--- src/rtl/bus_arb_rr.sv ---
// Round-robin RAM port arbiter: CPU owns the port by default, DMA channels
// win bounded bursts in rotation, and every burst is followed by a CPU window.
//
// Ports:
//   clk, reset           clock, synchronous active-high reset
//   cpu_*                CPU address/data/strobes, cpu_arbitrate, cpu_ack
//   dma_req/ack          per-channel request, one-hot grant
//   dma_addr/data/rd/wr  packed per-channel DMA bus
//   ram_*                muxed RAM port
//   owner, burst_cnt     granted channel (0 when CPU), beats used in burst
module bus_arb_rr #(
  parameter int NCHAN      = 4,
  parameter int BURST      = 4,
  parameter int CPU_GAP    = 1,
  parameter int ADDR_W     = 22,
  parameter int DMA_ADDR_W = 18,
  parameter int DATA_W     = 16
) (
  input  logic                         clk,
  input  logic                         reset,
  input  logic [ADDR_W-1:0]            cpu_addr,
  input  logic [DATA_W-1:0]            cpu_data,
  input  logic                         cpu_rd,
  input  logic                         cpu_wr,
  input  logic                         cpu_byte_op,
  input  logic                         cpu_arbitrate,
  output logic                         cpu_ack,
  input  logic [NCHAN-1:0]             dma_req,
  output logic [NCHAN-1:0]             dma_ack,
  input  logic [NCHAN*DMA_ADDR_W-1:0]  dma_addr,
  input  logic [NCHAN*DATA_W-1:0]      dma_data,
  input  logic [NCHAN-1:0]             dma_rd,
  input  logic [NCHAN-1:0]             dma_wr,
  output logic [ADDR_W-1:0]            ram_addr,
  output logic [DATA_W-1:0]            ram_data_out,
  output logic                         ram_rd,
  output logic                         ram_wr,
  output logic                         ram_byte_op,
  output logic [2:0]                   owner,
  output logic [3:0]                   burst_cnt
);

  localparam int IW = (NCHAN > 1) ? $clog2(NCHAN) : 1;
  localparam logic [3:0] LAST_BEAT = 4'(BURST - 1);
  // The CPU cycle in which the next grant is decided counts toward
  // the window, so GAP itself only needs CPU_GAP-1 cycles.
  localparam logic [3:0] GAP_LOAD = 4'((CPU_GAP > 1) ? CPU_GAP - 2 : 0);
  localparam logic [IW-1:0] LAST_RST = IW'(NCHAN - 1);

  typedef enum logic [1:0] {
    S_CPU = 2'd0,
    S_DMA = 2'd1,
    S_GAP = 2'd2
  } state_t;

  state_t state_q, state_d;
  logic [IW-1:0] own_q, own_d;
  logic [IW-1:0] last_q, last_d;
  logic [IW-1:0] win;
  logic          win_vld;
  logic [IW:0]   scan;
  logic [3:0]    beat_q, beat_d;
  logic [3:0]    gap_q, gap_d;

  logic [DMA_ADDR_W-1:0] ch_addr [NCHAN];
  logic [DATA_W-1:0]     ch_data [NCHAN];

  for (genvar i = 0; i < NCHAN; i++) begin : g_unpack
    assign ch_addr[i] = dma_addr[i*DMA_ADDR_W +: DMA_ADDR_W];
    assign ch_data[i] = dma_data[i*DATA_W +: DATA_W];
  end

  // Scan last+1, last+2, ... wrapping; first requester wins.
  always_comb begin
    win     = last_q;
    win_vld = 1'b0;
    scan    = '0;
    for (int k = 1; k <= NCHAN; k++) begin
      scan = {1'b0, last_q} + (IW+1)'(k);
      if (scan >= (IW+1)'(NCHAN))
        scan = scan - (IW+1)'(NCHAN);
      if (!win_vld && dma_req[scan[IW-1:0]]) begin
        win_vld = 1'b1;
        win     = scan[IW-1:0];
      end
    end
  end

  always_ff @(posedge clk) begin
    if (reset) begin
      state_q <= S_CPU;
      own_q   <= '0;
      last_q  <= LAST_RST;
      beat_q  <= '0;
      gap_q   <= '0;
    end else begin
      state_q <= state_d;
      own_q   <= own_d;
      last_q  <= last_d;
      beat_q  <= beat_d;
      gap_q   <= gap_d;
    end
  end

  always_comb begin
    state_d = state_q;
    own_d   = own_q;
    last_d  = last_q;
    beat_d  = beat_q;
    gap_d   = gap_q;
    unique case (state_q)
      S_CPU: begin
        if (cpu_arbitrate && win_vld) begin
          state_d = S_DMA;
          own_d   = win;
          beat_d  = '0;
        end
      end
      S_DMA: begin
        if (!dma_req[own_q] || beat_q == LAST_BEAT) begin
          last_d = own_q;
          beat_d = '0;
          if (CPU_GAP > 1) begin
            state_d = S_GAP;
            gap_d   = GAP_LOAD;
          end else begin
            state_d = S_CPU;
          end
        end else begin
          beat_d = beat_q + 4'd1;
        end
      end
      S_GAP: begin
        if (gap_q == 4'd0)
          state_d = S_CPU;
        else
          gap_d = gap_q - 4'd1;
      end
      default: state_d = S_CPU;
    endcase
  end

  // CPU inputs pass straight through unless a channel holds the grant.
  always_comb begin
    cpu_ack      = 1'b1;
    dma_ack      = '0;
    owner        = 3'd0;
    ram_addr     = cpu_addr;
    ram_data_out = cpu_data;
    ram_rd       = cpu_rd;
    ram_wr       = cpu_wr;
    ram_byte_op  = cpu_byte_op;
    if (state_q == S_DMA) begin
      cpu_ack        = 1'b0;
      dma_ack[own_q] = 1'b1;
      owner          = 3'(own_q);
      ram_addr       = ADDR_W'(ch_addr[own_q]);
      ram_data_out   = ch_data[own_q];
      ram_rd         = dma_rd[own_q];
      ram_wr         = dma_wr[own_q];
      ram_byte_op    = 1'b0;
    end
  end

  assign burst_cnt = beat_q;

endmodule

--- config.mk ---
export PLATFORM = sky130hd
export DESIGN_NAME = bus_arb_rr
export DESIGN_NICKNAME = d
export VERILOG_FILES = /design/src/rtl/bus_arb_rr.sv
export SDC_FILE = /design/constraint.sdc
export NUM_CORES = 1
export LEC_CHECK = 0
export CORE_AREA = 2 2 96 98
export DETAILED_ROUTE_END_ITERATION = 10
export DIE_AREA = 0 0 98 100
export GPL_TIMING_DRIVEN = 0
export PLACE_DENSITY = 0.71
export SYNTH_ARGS = -nofsm -noshare
export SYNTH_HDL_FRONTEND = slang
export SYNTH_SLANG_ARGS = --single-unit
--- constraint.sdc ---
create_clock -name clk -period 3 [get_ports clk]
set_clock_uncertainty 0.15 [all_clocks]
set_input_delay 0.6 -clock clk [delete_from_list [all_inputs] [get_ports clk]]
set_output_delay 0.6 -clock clk [all_outputs]
set_load 0.01 [all_outputs]
==> results of run 1 <==
worst max-delay path by stage:
| stage | endpoint | slack (ns) | cells after the start |
|---|---|---|---|
| floorplan | ram_addr[10] | 0.79 | 4 |
| global placement | ram_data_out[6] | -0.08 | 4 |
| detailed placement | ram_data_out[6] | -0.07 | 4 |
| CTS | ram_data_out[3] | 0.002 | 4 |
| global route | ram_data_out[9] | 0.0006 | 4 |
| finish | ram_wr | 0.01 | 4 |
per-stage QoR:
step           utilization [%]  total power [uW]  hold slack (ns)  setup TNS (ns)  cells
3_5_place_dp              50.0               875            0.348          -0.113    514
5_1_grt                   51.3              1060            0.380               0    518
3_3_place_gp              50.0               866            0.331         -0.0999    514
6_report                  51.3              1010            0.354               0    518
2_1_floorplan                -               440            0.342               0    161
4_1_cts                   50.7              1020            0.354               0    518
kinds of logic (layout without fill, tap and decap cells):
logic type	after synthesis	after routing	share of synthesized area [%]
simple gates	32	32	10.3
buf+inv	24	270	5.98
mux	74	74	66.4
flops	9	9	9.57
other cells	1	1	0.199
fa+ha+maj	1	1	0.665
compound gates	20	20	6.85
power breakdown:
group          switching, uW  internal (uW)
registers               5.44            127
logic                    231            501
clock network           51.2           92.9
total                    287            721
final cells by class:
cell class | instances | area (um2)
Buffer | 17 | 133
Clock buffer | 4 | 45.0
Fill cell | 804 | 4330
Inverter | 7 | 26.3
Multi-Input combinational cell | 128 | 1590
Sequential cell | 9 | 180
Tap cell | 111 | 139
Timing Repair Buffer | 242 | 2450
synth_stat cells (3+ instances only):
library cell   n
nor3_1         3
clkbuf_1       3
mux2_2        37
dfxtp_1        9
inv_1          7
mux4_2        37
a21oi_1       10
buf_1          4
nor2b_1        6
buf_2          5
nand2_1        5
nor2_1         3
buf_4          4
worst register-to-register path, delay by kind of cell, from the launching register on:
| kind | cells | cell delay (ns) |
|---|---|---|
| AO/OA/AOI/OAI | 2 | 0.25 |
| buffers and inverters | 1 | 0.23 |
| flip-flops | 1 | 0.29 |
| multiplexers | 1 | 0.57 |
| AND/OR/NAND/NOR | 1 | 0.20 |
flip-flops by register name, summed over array words and instances (netlist names):
| name | flops |
|---|---|
| last_q | 2 |
| burst_cnt | 4 |
| own_q | 2 |
| state_q | 1 |
metal layers:
metal	GRT usage, %	wire length, um	up-vias	part of all wire [%]
met5	0	13	-	0.14
met4	2.03	70	2	0.73
met3	5.15	880	10	9.2
met2	33.2	4920	129	51
met1	22.0	3720	1175	39
li1	-	-	1142	-
timing repair:
action / CTS / global route
endpoints found under the setup margin: 35 / 26
hold buffers: 0 / 0
gates resized for setup: 21 / 22
hold endpoints to repair: 0 / 0
==> results.txt, run 1 <==
Input and output buffers added on the ports amount to 242. The unique cell type count in the Yosys netlist is 35. The average wire per cell in the routed design came out at 18.5 um. The biggest area contributor in the post-synthesis netlist is mux4_2. The summed instance area of the synthesized netlist is 0.00188 mm2. The area added between synthesis and finish came out at 143%. The initial antenna violation count is 1. Setup violations remaining at the end of the flow were counted as 0.

The floorplan has 35 rows. The effective utilization at floorplan is 21.2%. The worst setup path is launched from an input pin. The proportion of layout cells with a drive suffix above 1 came out at 24.1%. In this run the worst hold path is classified as flop to flop. The start-to-end type of the worst setup path is input pin to primary output. Broken down by cell family, the worst path's largest delay share belongs to buffers and inverters. The worst hold path terminates at burst_cnt[0]. TritonCTS built the clock tree. The endpoint identified for the worst register-to-register timing path is burst_cnt[2]. The largest incremental delay on the critical path came out at 0.48 ns. The violation count after the first detailed-route iteration is 49. The setup slack after placement came out at -0.0722 ns.

The clock net in this run drives a total of 9 sinks. The count of maximum capacitance violations came out at 0. The count of nets left with antenna violations once routing finished came out at 0. The area of the die is 0.00980 mm2. The peak fanout along the critical path is 1. The pre-antenna-repair detailed-routing pass consisted of 4 iterations. The path depth of the worst reg2reg path came out at 5. The area of the core region is 0.00889 mm2. The diode insertion count for antenna repair is 0. The floorplan step set the die width to 98 um. The critical path data required time came out at 2.25 ns.

The worst register-to-register path begins at own_q[1]. Setup repair after global routing left no endpoint under its margin. Yosys attributes the largest share of cell area to mux4_2 (44%), mux2_2 (22%), dfxtp_1 (9.6%).

The arrival time at the worst endpoint came out at 2.24 ns. The highest ir drop seen on vdd is 0.282 mV. The number of global-route vias before repair came out at 2,576. For this design the top-level I/O count stands at 245. The number of setup buffers added after CTS is 0. The number of nets produced by synthesis came out at 354.

The remaining design rule violation count came out at 0. The number of instances in the synthesized netlist came out at 161. STA classifies the critical path endpoint as a primary output. The fmax is 0.335 GHz. Counting flops with an async set or reset pin after synthesis yields a share of 0%. In the final design database the tool counted 601 nets.

The post-detailed-routing wire length is 9600 um. The via count is 2,458. In this run the number of H-tree levels came out at 1. In this run, synthesis inferred 0 flip-flops with an integrated enable. Entering global routing, the biggest net connects 11 pins. The estimated wirelength of the detail-placed design came out at 8250 um. The start point of the critical path is dma_wr[2]. The worst path setup slack after routing came out at 0.0119 ns. The slack of the worst reg-to-reg path is 1.19 ns. The power density of the placed cells is 221 mW/mm2.

The remaining global-route overflow came out at 0. The fraction of the yosys area taken by sequential cells is 9.57%. The buffering stage count on the worst path with inverters included is 2. The insertion delay to the later sink of the worst-skew pair came out at 0.23 ns. The final max-slew violation count came out at 0.

The root buffer cell is clkbuf_8. The library cells used most frequently in the layout, excluding fill and tap cells, are clkdlybuf4s50_1 (218), mux4_2 (37), mux2_2 (37). The flow ran to the end, and the final reports show no timing, DRC or antenna violations.

The portion of synthesized cell area occupied by the leading cell type is 44.3%. Leaving out fill and tap cells, the most frequent cell in the layout is clkdlybuf4s50_1. The largest buffer count on any clock path came out at 2. The final worst-path cycle share is 99.6%.

Global routing consumed, over all layers together, 18.2% of the routing resources. Clock-pin slew was measured on the worst setup and hold paths at 0.05 ns. The summed area of non-filler cells in the final layout is 0.00456 mm2. The startpoint identified for the worst hold timing path is burst_cnt[0]. The total count of hold-check failures in the final report was 0. The global-route wire length before repair is 14,200 um. Dividing the detail-routed via count by the number of cells gives 4.75. The cell area after placement is 0.00444 mm2. For this design the static power due to leakage is 0.00176 uW. The most used flip-flop cell after synthesis is dfxtp_1.

The signal on the critical path passes through clkdlybuf4s50_1 -> mux4_2 -> mux2_2 -> clkdlybuf4s50_1. The number of clock buffers inserted by TritonCTS is 3. The cell count of the worst hold path came out at 2. The average size of a mapped cell came out at 11.7 um2.

The global placer's final weighted congestion is 0.808. Among all stages on the critical path, the largest delay is contributed by clkdlybuf4s50_1. The number of warnings reported in the yosys synthesis log is 0.

After layout, the minimum clock period comes to 2.99 ns. Counting stages on the worst path, the most repeated cell is clkdlybuf4s50_1. The die boundary height came out at 100 um.

The flip-flop and latch count after synthesis is 9.
(Power assumes the default switching activity.)
==> inputs of run 2 (changes only) <==
- SETUP_SLACK_MARGIN: not set -> 0.02
- TNS_END_PERCENT: not set -> 5
==> results.txt, run 2 (synthesis results as in run 1) <==
Result of the run: completed (unchanged). The worst path setup slack after routing was 0.0202 ns (was 0.0119 ns). The total count of hold-check failures in the final report is 0 (unchanged). The fmax is 0.336 GHz (was 0.335 GHz). The count of nets after finishing came out at 601 (unchanged).

The most common library cell in the layout ignoring fill and taps was clkdlybuf4s50_1 (unchanged). The die boundary height came out at 100 um (unchanged). The part of the power in the clock network is 14.4% (was 14.3%).

The number of fill cells came to 815 (was 804). The share of total power in combinational logic was 72.3% (was 72.6%). The number of global-route vias before repair came out at 2,571 (was 2,576).

The total power is 999 uW (was 1010 uW). The number of clock buffers inserted by TritonCTS came to 3 (unchanged). The footprint of the multi-input gates came out at 0.00159 mm2 (unchanged). The area occupied by registers came out at 180 um2 (unchanged). The diode insertion count for antenna repair came out at 0 (unchanged). The setup slack after placement was -0.0722 ns (unchanged).

The ratio of routed vias to standard cells is 4.75 (unchanged). The number of H-tree branching levels came to 1 (unchanged). The endpoint type of the worst setup path is a primary output (unchanged). The start-to-end type of the worst setup path is input pin to primary output (unchanged). The via count came to 2,458 (unchanged). The global placer's final weighted congestion is 0.808 (unchanged). The share of power burned in registers came out at 13.2% (was 13.1%). The area of the die is 0.00980 mm2 (unchanged).

The area of the core region came to 0.00889 mm2 (unchanged). The number of buffer cells added on primary ports is 242 (unchanged). The root buffer cell is clkbuf_8 (unchanged). The number of flip-flops under the largest register name came out at 4 (unchanged). The count of maximum capacitance violations is 0 (unchanged). The remaining global-route overflow came out at 0 (unchanged). The power density of the placed cells came out at 220 mW/mm2 (was 221 mW/mm2). The switching component of the power is 288 uW (was 287 uW).

The remaining design rule violation count is 0 (unchanged). The cell area after placement is 0.00444 mm2 (unchanged). The violation count after the first detailed-route iteration was 44 (was 49). RSZ-0062 raised after global routing: true (was false). The count of hold buffers inserted by post-cts repair is 0 (unchanged). The final max-slew violation count came out at 0 (unchanged). The worst hold-check path type was flop to flop (unchanged). The startpoint class of the critical path is an input pin (unchanged).

The clock period minus final worst setup slack is 2.98 ns (was 2.99 ns). The final setup violation count came out at 0 (unchanged). The internal portion of total power is 711 uW (was 721 uW). The highest ir drop seen on vdd came out at 0.282 mV (about the same). The arrival time at the worst endpoint was 2.23 ns (was 2.24 ns). The pin count of the biggest net entering global routing is 11 (unchanged). The average wire per cell in the routed design is 18.6 um (was 18.5 um). The clock-pin transition on the worst setup and hold timing paths was 0.05 ns (about the same). The global-route wire length before repair is 14,200 um (about the same). The TritonCTS clock tree is done (unchanged).

The post-detailed-routing wire length was 9660 um (was 9600 um). Leading cell types in the layout, fill and taps excluded: clkdlybuf4s50_1 (215), mux4_2 (37), mux2_2 (37) (was clkdlybuf4s50_1 (218), mux4_2 (37), mux2_2 (37)). The insertion delay to the later sink of the worst-skew pair is 0.23 ns (about the same). The first-pass iteration count of the detailed router came out at 4 (unchanged). The area added between synthesis and finish came out at 141% (was 143%). The final worst-path cycle share came to 99.3% (was 99.6%). The estimated wirelength of the detail-placed design is 8250 um (unchanged). The sink count of the clock tree came out at 9 (unchanged). The initial antenna violation count came to 1 (unchanged). The summed area of non-filler cells in the final layout came to 0.00453 mm2 (was 0.00456 mm2). The proportion of layout cells with a drive suffix above 1 is 24.1% (unchanged).

The site row count is 35 (unchanged). The largest buffer count on any clock path was 2 (unchanged). The switching power share of the total is 28.8% (was 28.5%). The effective utilization at floorplan is 21.2% (unchanged). The remaining antenna violation count came out at 0 (unchanged). The critical path data required time came out at 2.25 ns (about the same). The peak fanout along the critical path came out at 1 (unchanged). The die boundary width is 98 um (unchanged). The overall global routing resource usage is 18.2% (about the same). The top-level port count came out at 245 (unchanged). The static leakage power came to 0.00171 uW (was 0.00176 uW).
[run 2: cell type report]
class	count	area share, %
Inverter	7	0.580
Multi-Input combinational cell	128	35.1
Buffer	17	2.76
Clock buffer	4	0.994
Tap cell	111	3.07
Sequential cell	9	3.98
Timing Repair Buffer	242	53.5
[run 2: routing by layer]
metal / global-route usage, % / share of wire, %
met2: 33.2 / 51
met3: 5.15 / 9.2
met5: 0 / 0.13
met4: 2.03 / 0.82
met1: 22.0 / 39
[run 2: final timing paths]
check	start	endpoint	slack [ns]	cells past startpoint
max	dma_addr[58]	ram_addr[4]	0.02	4
min	burst_cnt[0]	burst_cnt[0]	0.35	2
min reg2reg	burst_cnt[0]	burst_cnt[0]	0.35	2
max reg2reg	own_q[1]	burst_cnt[2]	1.19	5
[run 2: repair_timing]
action	4_1_cts	5_1_grt
endpoints found under the setup margin	36	19
resized for setup	32	11
buffers inserted	0	0
gates cloned	0	0
[run 2: per-stage QoR]
stage	setup TNS, ns	hold WS (ns)	cells	utilization (%)
2_1_floorplan	0	0.342	161	-
3_3_place_gp	-0.0999	0.331	514	50.0
3_5_place_dp	-0.113	0.348	514	50.0
4_1_cts	0	0.354	518	50.7
5_1_grt	-0.0827	0.380	518	51.0
6_report	0	0.354	518	51.0
[run 2: power by group through the flow]
stage                     clock network (uW)  registers (uW)  logic, uW
final                                    144             132        723
after global routing                     152             133        769
after CTS                                145             132        735
after detailed placement                   0             134        741
after global placement                     0             134        732
after floorplan                            0             134        307
[run 2: critical path: stages]
cell and delay, ns:
clkdlybuf4s50_1 0.40, mux4_2 0.46, mux2_2 0.28, clkdlybuf4s50_1 0.49
==> inputs of run 3 (changes only) <==
- REMOVE_ABC_BUFFERS: not set -> 1
==> results.txt, run 3 (synthesis results as in run 1) <==
Result of the run: completed (unchanged). RSZ-0062 raised after global routing: false (was true). The peak fanout along the critical path is 1 (unchanged). The arrival time at the worst endpoint is 2.21 ns (was 2.23 ns). The start point of the critical path is dma_addr[69] (was dma_addr[58]). The remaining global-route overflow came out at 0 (unchanged). The number of flip-flops under the largest register name came out at 4 (unchanged). The die boundary height came to 100 um (unchanged).

The initial antenna violation count is 1 (unchanged). The final setup violation count is 0 (unchanged). The internal portion of total power is 709 uW (was 711 uW). The TritonCTS clock tree was done (unchanged).

The overall global routing resource usage came out at 18.3% (was 18.2%). The remaining design rule violation count came out at 0 (unchanged). The highest ir drop seen on vdd was 0.196 mV (was 0.282 mV). The final max-slew violation count came out at 0 (unchanged). The routed length on met2 came out at 4890 um (was 4920 um). The estimated wirelength of the detail-placed design came out at 7820 um (was 8250 um). The area added between synthesis and finish came out at 141% (about the same). The most numerous cell on the critical path is clkdlybuf4s50_1 (unchanged). The post-detailed-routing wire length was 9710 um (was 9660 um). The global-route wire length before repair came out at 14,200 um (about the same).

The total count of hold-check failures in the final report came to 0 (unchanged). The via count came out at 2,432 (was 2,458). The worst hold margin came out at 0.362 ns (was 0.354 ns). The die boundary width is 98 um (unchanged). The fmax was 0.338 GHz (was 0.336 GHz). The number of fill cells came out at 817 (was 815). The kind of cell adding the most delay to the critical path is buffers and inverters (unchanged). The start-to-end type of the worst setup path is input pin to primary output (unchanged). The root buffer cell was clkbuf_8 (unchanged). The endpoint type of the worst setup path is a primary output (unchanged). The global placer's final weighted congestion was 0.801 (was 0.808). The remaining antenna violation count came out at 0 (unchanged).

The switching component of the power is 283 uW (was 288 uW). The largest incremental delay on the critical path was 0.48 ns (was 0.49 ns). The clock period minus final worst setup slack came out at 2.96 ns (was 2.98 ns). The insertion delay to the later sink of the worst-skew pair is 0.23 ns (about the same). The number of global-route vias before repair came out at 2,601 (was 2,571). The share of total power in combinational logic is 70.9% (was 72.3%). The clock-pin transition on the worst setup and hold timing paths is 0.04 ns (was 0.05 ns). The sink count of the clock tree was 9 (unchanged). The top-level port count came to 245 (unchanged). The buffering stage count on the worst path with inverters included is 2 (unchanged).

The static leakage power came out at 0.00174 uW (was 0.00171 uW). The critical path data required time came out at 2.25 ns (about the same). The part of the power in the clock network came out at 14.0% (was 14.4%). The slowest library cell on the worst path is clkdlybuf4s50_1 (unchanged). The highest routing layer actually used is met5 (unchanged).

The diode insertion count for antenna repair came out at 0 (unchanged). The worst reg2reg path startpoint is own_q[1] (unchanged). The switching power share of the total was 28.5% (was 28.8%). The average wire per cell in the routed design came to 19.1 um (was 18.6 um). List of cells traversed by the critical path: clkdlybuf4s50_1 -> mux4_2 -> mux2_2 -> clkdlybuf4s50_1 (unchanged). The power density of the placed cells is 219 mW/mm2 (was 220 mW/mm2). The final cell utilization of the core is 51.1% (was 51.0%).

The ratio of routed vias to standard cells is 4.79 (was 4.75). The worst hold-check path type is flop to flop (unchanged). The most common library cell in the layout ignoring fill and taps is clkdlybuf4s50_1 (unchanged). The summed area of non-filler cells in the final layout was 0.00454 mm2 (was 0.00453 mm2). The count of nets after finishing is 591 (was 601). The number of clock buffers inserted by TritonCTS came out at 3 (unchanged). The startpoint class of the critical path is an input pin (unchanged). The effective utilization at floorplan came out at 21.2% (unchanged). The first-pass iteration count of the detailed router is 4 (unchanged). The final worst-path cycle share is 98.5% (was 99.3%). The cell area after placement is 0.00441 mm2 (was 0.00444 mm2). Leading cell types in the layout, fill and taps excluded: clkdlybuf4s50_1 (208), mux4_2 (37), mux2_2 (37) (was clkdlybuf4s50_1 (215), mux4_2 (37), mux2_2 (37)).

The number of H-tree branching levels came out at 1 (unchanged). The violation count after the first detailed-route iteration is 42 (was 44). The largest buffer count on any clock path came out at 2 (unchanged). The count of maximum capacitance violations came out at 0 (unchanged).

The routed length on met1 was 3930 um (was 3750 um). The number of buffer cells added on primary ports is 243 (was 242). The pin count of the biggest net entering global routing came to 34 (was 11). The area of the die is 0.00980 mm2 (unchanged).

The share of power burned in registers is 15.1% (was 13.2%). The routed length on met3 is 800 um (was 889 um). The hold path startpoint was burst_cnt[0] (unchanged). The area of the core region is 0.00889 mm2 (unchanged). The proportion of layout cells with a drive suffix above 1 is 22.9% (was 24.1%). The site row count came out at 35 (unchanged).
==> run 3: repair_timing <==
item / in CTS / in global routing
gates resized for setup: 20 / 16
pin swaps: 0 / 0
setup buffers: 4 / 0
hold buffers: 0 / 0
setup endpoints to repair: 36 / 16
==> run 3: worst paths after layout <==
path / endpoint / slack, ns / cells after the start
worst max-delay path: ram_addr[15] / 0.04 / 4
worst min register to register: burst_cnt[0] / 0.36 / 1
worst min-delay path: burst_cnt[0] / 0.36 / 1
worst max register to register: burst_cnt[1] / 0.93 / 4
==> run 3: cell type report <==
class	count	area [um2]	area share, %
clock buffers	4	45.0	0.992
inverters	7	26.3	0.579
multi-input cells	128	1590	35.0
flip-flops and latches	9	189	4.16
well taps	111	139	3.06
repair buffers	249	2550	56.2
==> run 3: power groups by stage <==
| stage | logic [uW] | clock network [uW] | registers (uW) |
|---|---|---|---|
| after floorplan | 252 | 0 | 178 |
| after global placement | 663 | 0 | 201 |
| after detailed placement | 689 | 0 | 180 |
| after CTS | 719 | 145 | 150 |
| after global routing | 748 | 151 | 152 |
| final | 703 | 139 | 150 |
==> run 3: routing by layer <==
| layer | global-route usage [%] | vias up |
|---|---|---|
| li1 | - | 1123 |
| met1 | 23.0 | 1168 |
| met2 | 32.6 | 133 |
| met3 | 4.94 | 6 |
| met4 | 2.24 | 2 |
| met5 | 0 | - |
==> run 3: metrics by stage <==
stage | power [uW] | setup TNS [ns] | worst slack (ns) | cells
final | 992 | 0 | 0.0437 | 508
after global routing | 1050 | 0 | 0.0267 | 508
after CTS | 1010 | 0 | 0.0227 | 508
after detailed placement | 869 | -1.09 | -0.0739 | 500
after global placement | 864 | -66.46 | -1.57 | 498
after floorplan | 429 | -14.17 | -0.394 | 144
